### src/rtl/eth_rx_deframer.sv
// rtl/eth_rx_deframer.sv - RMII receive deframer: preamble/SFD hunt, dibit-to-byte assembly, frame length/error reporting
//
// Purpose:
//   Watches the RMII receive dibit stream. It locks onto a run of 01 preamble
//   dibits terminated by an 11 SFD dibit, then packs the following dibits
//   LSB-first into bytes. Each completed byte is strobed out, and a frame
//   summary (length, error) is emitted when carrier drops. A frame that runs
//   past MAX_LEN bytes is cut off and flagged.
//
// Ports:
//   Clk            in   RMII reference clock, one dibit per cycle
//   Rst            in   synchronous active-high reset
//   Crs_Dv         in   RMII carrier sense / data valid
//   Rxd[1:0]       in   RMII receive dibit
//   Eth_Byte[7:0]  out  received byte, holds its value between strobes
//   Eth_Byte_Valid out  one-cycle strobe qualifying Eth_Byte
//   Eth_Pkt_Start  out  marks the first byte strobe of a frame
//   Eth_Pkt_Done   out  one-cycle end-of-frame strobe
//   Eth_Pkt_Len    out  bytes delivered in the frame, held until next Done
//   Eth_Pkt_Err    out  runt / alignment / oversize flag, held until next Done
//   Rx_Busy        out  high whenever the deframer is not idle

module eth_rx_deframer #(
    parameter int PRE_MIN = 8,
    parameter int MIN_LEN = 64,
    parameter int MAX_LEN = 1518
) (
    input  logic        Clk,
    input  logic        Rst,
    input  logic        Crs_Dv,
    input  logic [1:0]  Rxd,
    output logic [7:0]  Eth_Byte,
    output logic        Eth_Byte_Valid,
    output logic        Eth_Pkt_Start,
    output logic        Eth_Pkt_Done,
    output logic [10:0] Eth_Pkt_Len,
    output logic        Eth_Pkt_Err,
    output logic        Rx_Busy
);

    typedef enum logic [1:0] {
        IDLE,
        PREAMBLE,
        DATA,
        DROP
    } state_t;

    localparam logic [4:0]  PRE_MIN_C = 5'(PRE_MIN);
    localparam logic [10:0] MIN_LEN_C = 11'(MIN_LEN);
    localparam logic [10:0] MAX_LEN_C = 11'(MAX_LEN);
    localparam logic [4:0]  PRE_SAT   = 5'd31;

    state_t      state;
    state_t      state_nx;
    logic [4:0]  pre_cnt;
    logic [4:0]  pre_cnt_nx;
    logic [1:0]  phase;
    logic [1:0]  phase_nx;
    logic [10:0] byte_cnt;
    logic [10:0] byte_cnt_nx;
    logic [7:0]  sr;
    logic [7:0]  sr_nx;
    logic [7:0]  sr_shift;

    logic [7:0]  byte_nx;
    logic        valid_nx;
    logic        start_nx;
    logic        done_nx;
    logic [10:0] len_nx;
    logic        err_nx;
    logic        busy_nx;

    // First dibit received lands in the byte's two LSBs after four shifts.
    assign sr_shift = {Rxd, sr[7:2]};

    always_ff @(posedge Clk) begin
        if (Rst) begin
            // Reset parks in DROP so a frame already in flight is ignored
            // until carrier drops and a fresh preamble arrives.
            state          <= DROP;
            pre_cnt        <= 5'd0;
            phase          <= 2'd0;
            byte_cnt       <= 11'd0;
            sr             <= 8'd0;
            Eth_Byte       <= 8'd0;
            Eth_Byte_Valid <= 1'b0;
            Eth_Pkt_Start  <= 1'b0;
            Eth_Pkt_Done   <= 1'b0;
            Eth_Pkt_Len    <= 11'd0;
            Eth_Pkt_Err    <= 1'b0;
            Rx_Busy        <= 1'b1;
        end else begin
            state          <= state_nx;
            pre_cnt        <= pre_cnt_nx;
            phase          <= phase_nx;
            byte_cnt       <= byte_cnt_nx;
            sr             <= sr_nx;
            Eth_Byte       <= byte_nx;
            Eth_Byte_Valid <= valid_nx;
            Eth_Pkt_Start  <= start_nx;
            Eth_Pkt_Done   <= done_nx;
            Eth_Pkt_Len    <= len_nx;
            Eth_Pkt_Err    <= err_nx;
            Rx_Busy        <= busy_nx;
        end
    end

    always_comb begin
        state_nx    = state;
        pre_cnt_nx  = pre_cnt;
        phase_nx    = phase;
        byte_cnt_nx = byte_cnt;
        sr_nx       = sr;
        byte_nx     = Eth_Byte;
        valid_nx    = 1'b0;
        start_nx    = 1'b0;
        done_nx     = 1'b0;
        len_nx      = Eth_Pkt_Len;
        err_nx      = Eth_Pkt_Err;

        case (state)
            IDLE: begin
                if (Crs_Dv && (Rxd == 2'b01)) begin
                    state_nx   = PREAMBLE;
                    pre_cnt_nx = 5'd1;
                end
            end

            PREAMBLE: begin
                if (!Crs_Dv) begin
                    state_nx = IDLE;
                end else if (Rxd == 2'b01) begin
                    if (pre_cnt != PRE_SAT) begin
                        pre_cnt_nx = pre_cnt + 5'd1;
                    end
                end else if ((Rxd == 2'b11) && (pre_cnt >= PRE_MIN_C)) begin
                    state_nx    = DATA;
                    phase_nx    = 2'd0;
                    byte_cnt_nx = 11'd0;
                end else begin
                    // Short preamble or a corrupt dibit: sit out this carrier burst.
                    state_nx = DROP;
                end
            end

            DATA: begin
                if (!Crs_Dv) begin
                    // Any partial byte in sr is simply abandoned here.
                    state_nx = IDLE;
                    done_nx  = 1'b1;
                    len_nx   = byte_cnt;
                    err_nx   = (phase != 2'd0) || (byte_cnt < MIN_LEN_C);
                end else begin
                    sr_nx    = sr_shift;
                    phase_nx = phase + 2'd1;
                    if (phase == 2'd3) begin
                        if (byte_cnt == MAX_LEN_C) begin
                            // Oversize: close the frame at MAX_LEN and swallow
                            // the rest of the burst without further strobes.
                            state_nx = DROP;
                            done_nx  = 1'b1;
                            len_nx   = MAX_LEN_C;
                            err_nx   = 1'b1;
                        end else begin
                            byte_nx     = sr_shift;
                            valid_nx    = 1'b1;
                            start_nx    = (byte_cnt == 11'd0);
                            byte_cnt_nx = byte_cnt + 11'd1;
                        end
                    end
                end
            end

            DROP: begin
                if (!Crs_Dv) begin
                    state_nx = IDLE;
                end
            end

            default: begin
                state_nx = DROP;
            end
        endcase

        busy_nx = (state_nx != IDLE);
    end

endmodule

### config.mk
export PLATFORM = sky130hd
export DESIGN_NAME = eth_rx_deframer
export DESIGN_NICKNAME = d
export VERILOG_FILES = /design/src/rtl/eth_rx_deframer.sv
export SDC_FILE = /design/constraint.sdc
export NUM_CORES = 1
export LEC_CHECK = 0
export ABC_AREA = 1
export BUFFER_PORTS_ARGS = -buffer_cell sky130_fd_sc_hd__buf_2
export CAP_MARGIN = 20
export CORE_ASPECT_RATIO = 2
export CORE_UTILIZATION = 58
export CTS_CLUSTER_DIAMETER = 100
export CTS_CLUSTER_SIZE = 40
export DETAILED_ROUTE_END_ITERATION = 10
export MAX_ROUTING_LAYER = met4
export PLACE_DENSITY = 0.79
export SYNTH_ARGS = -nofsm -noshare
export SYNTH_HDL_FRONTEND = slang
export SYNTH_SLANG_ARGS = --single-unit
### constraint.sdc
create_clock -name Clk -period 2.4 [get_ports Clk]
set_clock_uncertainty 0.15 [all_clocks]
set_input_delay 0.12 -clock Clk [delete_from_list [all_inputs] [get_ports Clk]]
set_output_delay 0.12 -clock Clk [all_outputs]
set_load 0.03 [all_outputs]
; After elaboration in Yosys (flattened, before gate mapping)
; Index checks and enable logic that the tools add are counted.
[classes]
add_sub_neg = 3
n_lt_le_gt_ge = 2
eq_ne = 19
n_mux = 36
n_bitwise = 4
reduce_logical = 18
[ops]
columns = operator, count
row1 = 2-to-1 mux 11 bit, 9
row2 = 2-to-1 mux 2 bit, 11
row3 = case mux 11 bit (2 select lines), 1
row4 = 2-to-1 mux 5 bit, 4
row5 = != test 2 bit (second input constant), 9
row6 = adder 11 x 1 -> 11 bit (second input constant), 1
row7 = equality test 11 bit (second input constant), 1
row8 = zero test 11 bit, 1
row9 = less-than comparator 11 x 7 -> 1 bit (second input constant), 1
row10 = case mux 5 bit (2 select lines), 1
row11 = AND reduction 5 bit, 2
row12 = equality test 2 bit (second input constant), 4
row13 = 2-to-1 mux 1 bit, 8
row14 = case mux 2 bit (4 select lines), 1
row15 = nonzero test 2 bit, 4
row16 = AND reduction 7 bit, 1
row17 = adder 5 x 1 -> 5 bit (second input constant), 1
row18 = >= comparator 5 x 4 -> 1 bit (second input constant), 1
row19 = != test 5 bit (second input constant), 1
row20 = OR reduction 5 bit, 1
row21 = equality test 2 x 1 -> 1 bit (second input constant), 2
row22 = != test 2 x 1 -> 1 bit (second input constant), 2
row23 = inverter 1 bit, 4
row24 = case mux 2 bit (2 select lines), 1
row25 = other kinds (9), 10
[totals]
reg_bits = 52
inputBits = 5
out_inout_bits = 24
elab_cells = 94

; Depth between registers and ports, before layout
[logic_depth]
depth_word = 7
ltp_mapped = 11
depth_no_buf = 10

; Worst setup path before layout
; Ideal clock, no wire load.
[synth_timing]
path_type = register -> register
startpoint = reg pre_cnt[0]
endpoint = reg pre_cnt[1]
setup_ns = 0.128
arrival_time_ns = 1.422
required_ns = 2.122
setup_slack_ns = 0.700
stages_incl_launch_ff = 11
path_buffers = 0
period_less_slack_ns = 1.700
cell_sequence = dfxtp_1 > ha_1 > nand2_1 > nor2_1 > ha_1 > o21ai_0 > nand3b_2 > inv_2 > nand2_1 > o21ai_1 > nor2_1
[synth_via]
elab_chain_len = 5
elab_cells_between_ends = 8
classes_between = 1 x add/sub / 2 x eq/ne / 4 x mux / 1 x reduce/logical
[synth_lines]
columns = element, line_no
row1 = "start, declared", 55  ; logic [4:0] pre_cnt;
row2 = "start signal, assigned", 94  ; pre_cnt <= pre_cnt_nx;
row3 = adder 5 x 1 -> 5 bit, 134  ; pre_cnt_nx = pre_cnt + 5'd1;
row4 = 2-to-1 mux 5 bit, 133  ; if (pre_cnt != PRE_SAT) begin
row5 = 2-to-1 mux 5 bit, 132  ; end else if (Rxd == 2'b01) begin
row6 = 2-to-1 mux 5 bit, 130  ; if (!Crs_Dv) begin
row7 = case mux 5 bit (2 select lines), 121  ; case (state)
; Parallel ways exist; a longest one is shown, timed or not. The select of a mux whose other input is x is not followed.
; A chain may end at the register's enable or synchronous reset.

; Final worst setup path
[layout_timing]
startpoint = reg byte_cnt[0]
endpoint = reg Eth_Pkt_Len[8]
[layout_via]
elab_chain_len = 3
[layout_lines]
columns = element, line_no
row1 = "start, declared", 59  ; logic [10:0] byte_cnt;
row2 = "start signal, assigned", 96  ; byte_cnt <= byte_cnt_nx;
row3 = equality test 11 bit, 157  ; if (byte_cnt == MAX_LEN_C) begin
row4 = != test 2 x 1 -> 1 bit (no source line), n/a
row5 = AND reduction 3 bit (no source line), n/a
row6 = "end signal, assigned", 102  ; Eth_Pkt_Len <= len_nx;
row7 = "end, declared", 36  ; output logic [10:0] Eth_Pkt_Len,
; No other way between the ends.

==> results.md <==
* Vias in the first global route at 2249
* Die height at 94.9 um
* Synthesized flop and latch total at 50
* Ant diodes at 0
* Max_slew headroom at between 60% and 70%
* Largest incremental delay on the critical path at 0.53 ns
* DRT Pass-1 Iters at 4
* Synthesized Nets at about 370
* Hold_buf cts at 3
* First-pass GRT wire length at a little under 10000 um
* Leak at around 0.0013 uW
* CP Class: flip-flop to flip-flop
* Clock Latency Late Sink at 0.31 ns
* Hold Vio Cnt, Final at 0
* Final period util at 86.0%
* Min cycle time layout at roughly 2.1 ns
* Slowest-stage cell, CP: dfxtp_1
* Total gr overflow at 0
* Root Buffer: clkbuf_8
* CTS clk-pin slew, worst paths at 0.10 ns
* ANT nets after route at 0
* # rows at 33
* IR drop worst, VDD at 0.558 mV
* Drt initial violations at 90
* Register Area at 1000 sq um
* Crit path DAT at 2.12 ns
* RD Place Congestion at around 0.95
* Worst slew pin tran at 0.477 ns
* Vias/cell at 5.40
* DR vias at 2388
* Setup_tns at 0 ns
* Family with the most delay on the worst path: simple AND/OR/NAND/NOR gates
* CP Cell Sequence: inv_1, ha_1, nand2_1, nor2_1, nand3b_1, nor2_1, nand2_1, nand2_2, o21ai_0, inv_1
* Fin worst setup slack at 0.337 ns
* RSZ-0062 raised after global routing: false
* Core area at 4130 sq um
* Multi-input logic area at 1260 sq um
* Final net count at 402
* Synth Warn # at 0
* CP required at between 2 and 2.5 ns
* Clock sinks at 50
* FMAX at 485 MHz
* Clock tree buffer depth at 2
* Initial core utilization at around 60%
* Synthesis-to-finish area growth at 12.2%
* H-tree depth at 2
* Post-CTS setup buffers at 0
* DIE AREA at 4600 sq um
* TritonCTS clock tree: yes
* Routed len/inst at around 13 um
* Library cells used by synthesis at 35
* HP Class: primary input to flip-flop
* Pwr/cell area at 616 nW/um^2
* Final Slew Violations at 0
* Initial antenna violation count at 0
* Mean Syn Cell Area at roughly 7.0 sq um
* Post-DP HPWL at 4410 um
* I/O Buffers at 28
* Total wire length at 5930 um
* Layout cell share with drive strength beyond 1 at 15.1%
* Total GRT Usage at between 20 and 30%
* Status: complete, no violations
* Fill count at 364
* Die width at between 40 and 50 um
* Num CTS Buffers at 5
* Final Setup Violations at 0
* Crit start category: flip-flop
* Max FO, Critical Path at 10
* CTS-repair resized insts at 0
* Synth Instances at 359
* Max-cap violations at 0
* Largest net degree at the start of global routing at 31
* Worst Setup End Kind: flip-flop
* I/O pins at 29
* Dpl ws at 0.377 ns
* Mapped cell area at 2500 sq um
* CP Buf/Inv Count at 2
* Sequential share of the synthesized area at between 30% and 40%
* DRC errors left at 0
==> cells by family after synthesis <==
logic type | count (synthesis) | synth area share (%)
DFF | 50 | 40.0
xor gates and xnor gates | 2 | 0.700
and+or+nand+nor | 182 | 32.8
adders and majority gates | 8 | 4.00
AOI/OAI and AO/OA | 61 | 13.0
buffers and inverters | 56 | 9.49
==> layout by cell type, fill, tap and decap left out, types with 2 or more instances in the layout <==
cell | Yosys | layout
nand2_1 | 83 | 83
nand4_1 | 5 | 5
ha_1 | 8 | 8
nor2_1 | 43 | 43
a21oi_1 | 31 | 31
inv_2 | 5 | 5
o21ai_0 | 23 | 23
o21ai_1 | 3 | 3
nor2_4 | 3 | 3
nand3_1 | 33 | 33
buf_2 | 3 | 28
nor3_1 | 2 | 2
nand2_2 | 4 | 4
clkbuf_8 | 1 | 5
inv_1 | 40 | 40
nand2_4 | 2 | 2
dfxtp_1 | 50 | 50
dlygate4sd3_1 | 0 | 3
buf_4 | 1 | 2
==> cell usage after synthesis <==
master | count | share of area, %
a21oi_4 | 1 | 0.65
o21ai_0 | 23 | 4.6
xnor2_1 | 1 | 0.35
o21bai_1 | 1 | 0.30
buf_1 | 1 | 0.15
buf_4 | 1 | 0.30
o211ai_1 | 1 | 0.30
clkbuf_8 | 1 | 0.55
nand2_4 | 2 | 0.90
nand3b_2 | 1 | 0.45
nand3_2 | 1 | 0.40
o21ai_1 | 3 | 0.60
nand3_1 | 33 | 6.6
dfxtp_1 | 50 | 40
a21oi_1 | 31 | 6.2
buf_6 | 1 | 0.45
clkbuf_1 | 3 | 0.45
nor3_1 | 2 | 0.40
xor2_1 | 1 | 0.35
inv_4 | 1 | 0.25
nor2_4 | 3 | 1.3
nor3b_2 | 1 | 0.50
buf_2 | 3 | 0.60
nand2_2 | 4 | 1.0
ha_1 | 8 | 4.0
nand3b_1 | 1 | 0.30
a21oi_2 | 1 | 0.35
nor2_1 | 43 | 6.4
nor3b_1 | 1 | 0.30
nor2_2 | 1 | 0.25
nor4_1 | 1 | 0.25
nand2_1 | 83 | 12
nand4_1 | 5 | 1.2
inv_1 | 40 | 6.0
inv_2 | 5 | 0.75
==> worst paths after layout <==
check	depth (start not counted)	to	slack, ns	startpoint
max	10	Eth_Pkt_Len[8]	0.34	byte_cnt[0]
max reg2reg	10	Eth_Pkt_Len[8]	0.34	byte_cnt[0]
min reg2reg	2	Eth_Byte[0]	0.32	Eth_Byte[0]
min	4	Eth_Pkt_Start	0.09	Rst
==> layer usage <==
| metal | global-route usage, % | wire, um | up-vias |
|---|---|---|---|
| met5 | - | 0 | - |
| met4 | 19.4 | 284 | 0 |
| met1 | 27.0 | 2250 | 1105 |
| li1 | - | - | 1209 |
| met2 | 53.4 | 3260 | 49 |
| met3 | 3.70 | 135 | 25 |
==> layout make-up <==
class	instances	share of cell area, %
Multi-Input combinational cell	253	45.0
Sequential cell	50	35.6
Timing Repair Buffer	33	6.59
Inverter	46	6.24
Clock buffer	5	2.45
Tap cell	52	2.32
Clock inverter	3	1.74
==> per-stage QoR <==
step | total power, uW | hold WS, ns | area [sq um] | cells | util, %
floorplan | 1070 | 0.0812 | 2500 | 359 | -
global placement | 1120 | 0.255 | 2660 | 431 | 64.5
detailed placement | 1120 | 0.263 | 2660 | 431 | 64.5
CTS | 1740 | 0.105 | 2810 | 442 | 68.0
global route | 1810 | 0.128 | 2810 | 442 | 68.0
finish | 1730 | 0.0949 | 2810 | 442 | 68.0
==> state kept, by name, indices dropped and copies added, names as in the netlist <==
| name | cells |
|---|---|
| sr | 6 |
| phase | 2 |
| Eth_Pkt_Len | 11 |
| byte_cnt | 11 |
| Eth_Byte_Valid | 1 |
| Eth_Byte | 8 |
| state | 2 |
| Eth_Pkt_Done | 1 |
| Rx_Busy | 1 |
| pre_cnt | 5 |
| Eth_Pkt_Err | 1 |
| Eth_Pkt_Start | 1 |
==> tightest hold or removal path: cells and delay by family <==
kind,cells,cell delay [ns]
simple gates,3,0.29
buf+inv,1,0.11
==> report_power, final <==
part	internal, uW	total (uW)	switching [uW]
Sequential	861	888	27.0
Clock	318	622	304
Combinational	65.4	221	155
Total	1240	1730	487
No activity file was read; power rests on OpenSTA's default activity.
